--- config.mk ---
export PLATFORM = sky130hd
export DESIGN_NAME = alu_tx_sequencer
export DESIGN_NICKNAME = d
export VERILOG_FILES = /design/src/rtl/alu_tx_sequencer_pkg.sv /design/src/rtl/alu_tx_sequencer_seq_timer.sv /design/src/rtl/alu_tx_sequencer.sv
export SDC_FILE = /design/constraint.sdc
export NUM_CORES = 1
export LEC_CHECK = 0
export BUFFER_PORTS_ARGS = -buffer_cell sky130_fd_sc_hd__buf_2
export CORE_AREA = 5 5 89 91
export CTS_CLUSTER_DIAMETER = 30
export CTS_CLUSTER_SIZE = 14
export DETAILED_ROUTE_END_ITERATION = 7
export DIE_AREA = 0 0 94 96
export GPL_TIMING_DRIVEN = 0
export SLEW_MARGIN = 20
export SYNTH_ARGS = -nofsm -noshare
export SYNTH_HDL_FRONTEND = slang
export SYNTH_SLANG_ARGS = --single-unit
--- constraint.sdc ---
create_clock -name i_clk -period 3.4 [get_ports i_clk]
set_clock_uncertainty 0.15 [all_clocks]
set_input_delay 0.68 -clock i_clk [delete_from_list [all_inputs] [get_ports i_clk]]
set_output_delay 0.68 -clock i_clk [all_outputs]
set_load 0.05 [all_outputs]
--- src/rtl/alu_tx_sequencer_pkg.sv ---
// Shared definitions for the ALU transaction sequencer: state encoding,
// default data width and response frame layout.
package alu_tx_sequencer_pkg;

    localparam int DBIT_DEFAULT = 8;
    localparam int FRAME_BYTES  = 2;

    typedef enum logic [2:0] {
        ST_IDLE     = 3'd0,
        ST_WAIT_ALU = 3'd1,
        ST_SEND     = 3'd2,
        ST_WAIT_TX  = 3'd3,
        ST_DONE     = 3'd4
    } state_t;

    typedef logic [$clog2(FRAME_BYTES)-1:0] byte_idx_t;

    localparam byte_idx_t LAST_BYTE = byte_idx_t'(FRAME_BYTES - 1);

endpackage

--- src/rtl/alu_tx_sequencer_seq_timer.sv ---
// Loadable up/down counter that stops at, and flags, a fixed terminal count.
// Used for the ALU latency wait and for the tx handshake timeout.
module alu_tx_sequencer_seq_timer #(
    parameter int WIDTH    = 4,
    parameter int TERM     = 0,
    parameter bit COUNT_UP = 1'b0
) (
    input  logic             i_clk,
    input  logic             i_rst,
    input  logic             i_load,
    input  logic [WIDTH-1:0] i_load_val,
    input  logic             i_en,
    output logic             o_terminal
);

    logic [WIDTH-1:0] count_q;

    assign o_terminal = (count_q == WIDTH'(TERM));

    // NOTE: sequential state is updated with non-blocking assignments only,
    // so every register samples the pre-edge value of every other register.
    always_ff @(posedge i_clk) begin
        if (!i_rst) begin
            count_q <= '0;
        end else if (i_load) begin
            count_q <= i_load_val;
        end else if (i_en && !o_terminal) begin
            count_q <= COUNT_UP ? count_q + 1'b1 : count_q - 1'b1;
        end
    end

endmodule

--- src/rtl/alu_tx_sequencer.sv ---
// Runs one ALU transaction per received operand set and sends the 2-byte
// response frame (result, checksum) through the UART tx start/done handshake.
module alu_tx_sequencer
    import alu_tx_sequencer_pkg::*;
#(
    parameter int DBIT       = DBIT_DEFAULT,
    parameter int ALU_LAT    = 1,
    parameter int TX_TIMEOUT = 4096
) (
    input  logic            i_clk,
    input  logic            i_rst,
    input  logic            i_rx_alu_done,
    input  logic [DBIT-1:0] i_a,
    input  logic [DBIT-1:0] i_b,
    input  logic [DBIT-1:0] i_op,
    output logic [DBIT-1:0] o_alu_a,
    output logic [DBIT-1:0] o_alu_b,
    output logic [DBIT-1:0] o_alu_op,
    input  logic [DBIT-1:0] i_alu_result,
    output logic [DBIT-1:0] o_tx_data,
    output logic            o_tx_start,
    input  logic            i_tx_done,
    input  logic            i_clr_err,
    output logic            o_busy,
    output logic            o_seq_done,
    output logic            o_overrun,
    output logic            o_tx_err
);

    localparam int LAT_W = $clog2(ALU_LAT + 1);
    localparam int TO_W  = $clog2(TX_TIMEOUT + 1);
    localparam logic [LAT_W-1:0] LAT_LOAD = LAT_W'(ALU_LAT - 1);
    localparam logic [TO_W-1:0]  TO_LOAD  = '0;

    function automatic logic [DBIT-1:0] frame_checksum(
        input logic [DBIT-1:0] a,
        input logic [DBIT-1:0] b,
        input logic [DBIT-1:0] op,
        input logic [DBIT-1:0] res
    );
        return a ^ b ^ op ^ res;
    endfunction

    state_t          state_q, state_d;
    byte_idx_t       byte_idx_q;
    logic [DBIT-1:0] result_q;
    logic            lat_load, lat_en, lat_done;
    logic            to_load, to_en, to_expired;
    logic            capture_ops, capture_result, next_byte, tx_abort, overrun_evt;

    alu_tx_sequencer_seq_timer #(
        .WIDTH    (LAT_W),
        .TERM     (0),
        .COUNT_UP (1'b0)
    ) u_lat_timer (
        .i_clk      (i_clk),
        .i_rst      (i_rst),
        .i_load     (lat_load),
        .i_load_val (LAT_LOAD),
        .i_en       (lat_en),
        .o_terminal (lat_done)
    );

    alu_tx_sequencer_seq_timer #(
        .WIDTH    (TO_W),
        .TERM     (TX_TIMEOUT - 1),
        .COUNT_UP (1'b1)
    ) u_tx_timer (
        .i_clk      (i_clk),
        .i_rst      (i_rst),
        .i_load     (to_load),
        .i_load_val (TO_LOAD),
        .i_en       (to_en),
        .o_terminal (to_expired)
    );

    // NOTE: every signal written here gets a default first, so no path can
    // leave one unassigned and infer a latch.
    always_comb begin
        state_d  = state_q;
        lat_load = 1'b0;
        lat_en   = 1'b0;
        to_load  = 1'b0;
        to_en    = 1'b0;
        case (state_q)
            ST_IDLE: begin
                if (i_rx_alu_done) begin
                    state_d  = ST_WAIT_ALU;
                    lat_load = 1'b1;
                end
            end
            ST_WAIT_ALU: begin
                if (lat_done) state_d = ST_SEND;
                else          lat_en  = 1'b1;
            end
            ST_SEND: begin
                to_load = 1'b1;
                state_d = ST_WAIT_TX;
            end
            ST_WAIT_TX: begin
                // A done arriving on the timeout cycle still completes the byte.
                if (i_tx_done)       state_d = (byte_idx_q == LAST_BYTE) ? ST_DONE : ST_SEND;
                else if (to_expired) state_d = ST_IDLE;
                else                 to_en   = 1'b1;
            end
            ST_DONE: state_d = ST_IDLE;
            default: state_d = ST_IDLE;
        endcase
    end

    always_ff @(posedge i_clk) begin
        if (!i_rst) state_q <= ST_IDLE;
        else        state_q <= state_d;
    end

    assign capture_ops    = (state_q == ST_IDLE) && i_rx_alu_done;
    assign capture_result = (state_q == ST_WAIT_ALU) && lat_done;
    assign next_byte      = (state_q == ST_WAIT_TX) && i_tx_done && (byte_idx_q != LAST_BYTE);
    assign tx_abort       = (state_q == ST_WAIT_TX) && !i_tx_done && to_expired;
    assign overrun_evt    = i_rx_alu_done && (state_q != ST_IDLE);

    always_ff @(posedge i_clk) begin
        if (!i_rst) begin
            o_alu_a    <= '0;
            o_alu_b    <= '0;
            o_alu_op   <= '0;
            result_q   <= '0;
            o_tx_data  <= '0;
            byte_idx_q <= '0;
            o_overrun  <= 1'b0;
            o_tx_err   <= 1'b0;
        end else begin
            if (capture_ops) begin
                o_alu_a    <= i_a;
                o_alu_b    <= i_b;
                o_alu_op   <= i_op;
                byte_idx_q <= '0;
            end
            if (capture_result) begin
                result_q  <= i_alu_result;
                o_tx_data <= i_alu_result;
            end
            if (next_byte) begin
                byte_idx_q <= byte_idx_q + 1'b1;
                o_tx_data  <= frame_checksum(o_alu_a, o_alu_b, o_alu_op, result_q);
            end
            // A new error event outranks a clear in the same cycle.
            if (overrun_evt)    o_overrun <= 1'b1;
            else if (i_clr_err) o_overrun <= 1'b0;
            if (tx_abort)       o_tx_err  <= 1'b1;
            else if (i_clr_err) o_tx_err  <= 1'b0;
        end
    end

    assign o_tx_start = (state_q == ST_SEND);
    assign o_seq_done = (state_q == ST_DONE);
    assign o_busy     = (state_q != ST_IDLE);

endmodule

==> summary.txt <==
Cells and area
  – Net count of the finished layout: around 440
  – Ratio of cells with drive above 1 in the final layout: 0.254
  – Post-Layout Inst Area: ~3300 um^2
  – Core Util, Final: 0.467
  – Commonest cells after routing, fill and taps aside: sky130_fd_sc_hd__nand2_1, sky130_fd_sc_hd__buf_2, sky130_fd_sc_hd__dfxtp_1
  – Area added between synthesis and finish: 26.5%
  – Antenna Cells: 0
  – Leading cell type in the layout, fill and taps excluded: sky130_fd_sc_hd__nand2_1

STA
  – Fin worst setup slack: a little over 1 ns
  – Count of final hold-check violations: 0
  – Final critical-path required period: ~2.4 ns
  – RSZ-0062 raised after global routing: false
  – Peak clock frequency supported by timing: about 420 MHz
  – Post-route clock period utilization: 0.700
  – Pins over their slew limit: 0
  – Total negative slack: 0 ns
  – Final setup violation count: 0
  – Slew at the pin closest to its max-slew limit: just over 0.9 ns
  – Relative slew margins: 0.379

Setup path
  – Required time of the worst setup path: ~3.5 ns
  – Arrival @ worst endpoint: ~2.5 ns
  – Capture point of the worst reg-to-reg path: state_q[1]
  – Crit path max fanout: 6
  – Worst Path Buf+Inv: 0
  – Worst Setup Path Type: flip-flop to flip-flop
  – WP depth: 5
  – Number of cell instances on the worst register-to-register path: 5
  – Critical Path Sink: state_q[1]
  – Worst setup SP type: flip-flop
  – FF-to-FF Start: u_tx_timer.count_q[0]
  – Largest delay share family, worst path: simple AND/OR/NAND/NOR gates
  – CP Launch Point: u_tx_timer.count_q[0]
  – Crit-path slowest cell: sky130_fd_sc_hd__nor4_1
  – R2R setup slack: between 1 and 1.5 ns
  – Delay of the slowest cell on the worst path: 0.75 ns
  – Critical Path, Cell by Cell: ha_1 > nand3_1 > nor4_1 > nor2_1 > o31a_1
  – Kind of end point of the critical path: flip-flop

Global routing
  – Global router's overall resource usage: 0.157
  – Number of global-route vias before repair: between 2000 and 2500
  – Wire length of the first global-routing pass: about 11 mm
  – Antenna violations before repair: 0
  – Largest net degree at the start of global routing: 13
  – Sum of overflow across all layers after global routing: 0

Route
  – First DRT Iteration DRCs: 107
  – Total via count after detailed routing: 2376
  – Post-detailed-route wirelength per cell: between 10 and 15 um
  – Wire length after detailed routing: about 6.7 mm
  – DR pass1 iterations: 4
  – Number of vias per cell after detailed routing: roughly 4.7
  – Antenna violation net count after detailed routing: 0
  – DRC violations left: 0

CTS
  – Worst-case clock buffer depth: 2
  – CTS sink count: 60
  – TritonCTS buffer count: 9
  – CTS H-Tree Depth: 3
  – Root cell of the clock tree: sky130_fd_sc_hd__clkbuf_8
  – TritonCTS clock tree: done
  – Worst-skew pair later-pin latency: between 0.3 and 0.4 ns
  – Post-cts repair resize count: 0
  – Number of hold buffers added after CTS: 0
  – Register clock-pin slew on the reported worst setup and hold paths: around 0.07 ns
  – Setup repair bufs after CTS: 0

Logic synthesis
  – Post-synthesis average cell area: 8.24 um^2
  – Ranking of synthesized cells by area: sky130_fd_sc_hd__dfxtp_1, sky130_fd_sc_hd__nand2_1, sky130_fd_sc_hd__a21oi_1
  – Summed instance area of the synthesized netlist: between 2000 and 3000 um^2
  – Synth cell types: 43
  – Cell taking the most area after synthesis: sky130_fd_sc_hd__dfxtp_1
  – Post-synth EDFFs: 0
  – Area share of the largest cell type after synthesis: 0.461
  – Number of register bits inferred by synthesis: 60
  – Synthesized netlist net count: between 300 and 400
  – Number of instances in the synthesized netlist: 316
  – Most used flip-flop cell after synthesis: sky130_fd_sc_hd__dfxtp_1
  – Post-synthesis async set-or-reset flop share: 0
  – Warnings, synthesis: 0
  – Portion of the post-synthesis area used by sequential elements: 0.461

Power
  – Cell Int Power: between 1 and 1.5 mW
  – Switch Pwr: 0.593 mW
  – Cell leakage power: between 1 and 1.5 nW
  – Sequential fraction of design power: 0.432
  – Maximum resistive drop on vdd: 0.000281 V
  – Clock share of power: 0.362
  – Sw Ratio: 0.331
  – Combinational fraction of design power: 0.206
  – PD cells: between 500 and 600 nW/um^2

Placement
  – Quantity of I/O buffers inserted on ports: 73
  – Post-placement cell area: 3090 um^2
  – RePlAce Congestion: about 0.84
  – HPWL after detailed placement: slightly above 5 mm
  – Place WS: 0.722 ns

Floorplanning
  – Area enclosed by the die boundary: ~9000 um^2
  – Horizontal die dimension: 94 um
  – Die Height: between 90 and 100 um
  – Core outline area: 7060 um^2
  – Number of I/O pins: 74
  – Number of cell rows: 31
  – Starting density of the core: 0.369

Outcome
  – Outcome: completed

Flow run
  – Max-capacitance violation count: 0

Hold path
  – Min-delay worst type: flip-flop to flip-flop
-- through the flow --
step | instances | power (mW) | hold WS, ns
floorplan | 316 | 1.06 | 0.298
global placement | 488 | 1.16 | 0.301
detailed placement | 488 | 1.16 | 0.308
CTS | 504 | 1.81 | 0.318
global route | 504 | 1.88 | 0.340
finish | 504 | 1.79 | 0.313
-- per-layer routing --
metal  GRT usage  part of all wire  wire, um  vias up
li1            -                 -         -     1249
met1       0.197              0.47      3150     1068
met2       0.251              0.47      3150       51
met3      0.0453             0.054       365        8
met4      0.0638             0.013        86        0
met5           0                 0         0        -
-- synthesized netlist by cell type (2+ instances only) --
library cell / count
sky130_fd_sc_hd__a21oi_1: 43
sky130_fd_sc_hd__or4_1: 4
sky130_fd_sc_hd__xor2_1: 8
sky130_fd_sc_hd__nand3_1: 3
sky130_fd_sc_hd__clkbuf_1: 11
sky130_fd_sc_hd__xnor2_1: 17
sky130_fd_sc_hd__or3_2: 3
sky130_fd_sc_hd__buf_6: 3
sky130_fd_sc_hd__nor2_1: 11
sky130_fd_sc_hd__and2_1: 2
sky130_fd_sc_hd__or3_1: 2
sky130_fd_sc_hd__nor2b_1: 2
sky130_fd_sc_hd__dfxtp_1: 60
sky130_fd_sc_hd__inv_1: 6
sky130_fd_sc_hd__and3_1: 2
sky130_fd_sc_hd__a211oi_1: 2
sky130_fd_sc_hd__nand4_1: 2
sky130_fd_sc_hd__a31oi_1: 10
sky130_fd_sc_hd__o31ai_1: 4
sky130_fd_sc_hd__nor3_1: 4
sky130_fd_sc_hd__o21ai_0: 5
sky130_fd_sc_hd__nand2_1: 91
-- final cells by class --
class	instances	area (um^2)
Fill cell	749	3760
Multi-Input combinational cell	233	1280
Sequential cell	60	1200
Timing Repair Buffer	73	365
Clock buffer	9	124
Tap cell	99	124
Buffer	16	93.8
Clock inverter	7	76.3
Inverter	7	26.3
-- power groups by stage --
stage	logic (mW)	registers, mW	clock network [mW]
6_report	0.369	0.775	0.650
5_1_grt	0.402	0.781	0.696
4_1_cts	0.372	0.775	0.663
2_1_floorplan	0.167	0.892	0
3_3_place_gp	0.370	0.790	0
3_5_place_dp	0.372	0.792	0
-- registers in the layout, summed over array words and instances, names as in the netlist --
signal               flops
result_q                 8
u_lat_timer.count_q      1
o_alu_op                 8
o_overrun                1
o_tx_err                 1
byte_idx_q               1
u_tx_timer.count_q      13
o_alu_b                  8
o_alu_a                  8
o_tx_data                8
state_q                  3
-- logic make-up (layout without fill, tap and decap cells) --
logic type	Yosys count	after routing	share of synthesized area
simple gates	133	133	0.236
buf+inv	23	112	0.0461
xor+xnor	25	25	0.0841
compound gates	73	73	0.164
fa+ha+maj	1	1	0.00480
mux	1	1	0.00384
flops	60	60	0.461
-- worst min path at each step --
stage                 startpoint           end  slack, ns  cells past startpoint
CTS                 o_tx_data[1]  o_tx_data[1]       0.32                      2
global route        o_tx_data[7]  o_tx_data[7]       0.34                      2
global placement    o_tx_data[4]  o_tx_data[4]       0.30                      2
floorplan            result_q[0]   result_q[0]       0.30                      2
detailed placement  o_tx_data[4]  o_tx_data[4]       0.31                      2
finish              o_tx_data[3]  o_tx_data[3]       0.31                      2
-- worst min-delay path, stage by stage, from the launching register on --
cell	delay, ns
sky130_fd_sc_hd__dfxtp_1	0.31
sky130_fd_sc_hd__nand2_1	0.05
sky130_fd_sc_hd__a31oi_1	0.06
No activity file was read; power rests on OpenSTA's default activity.
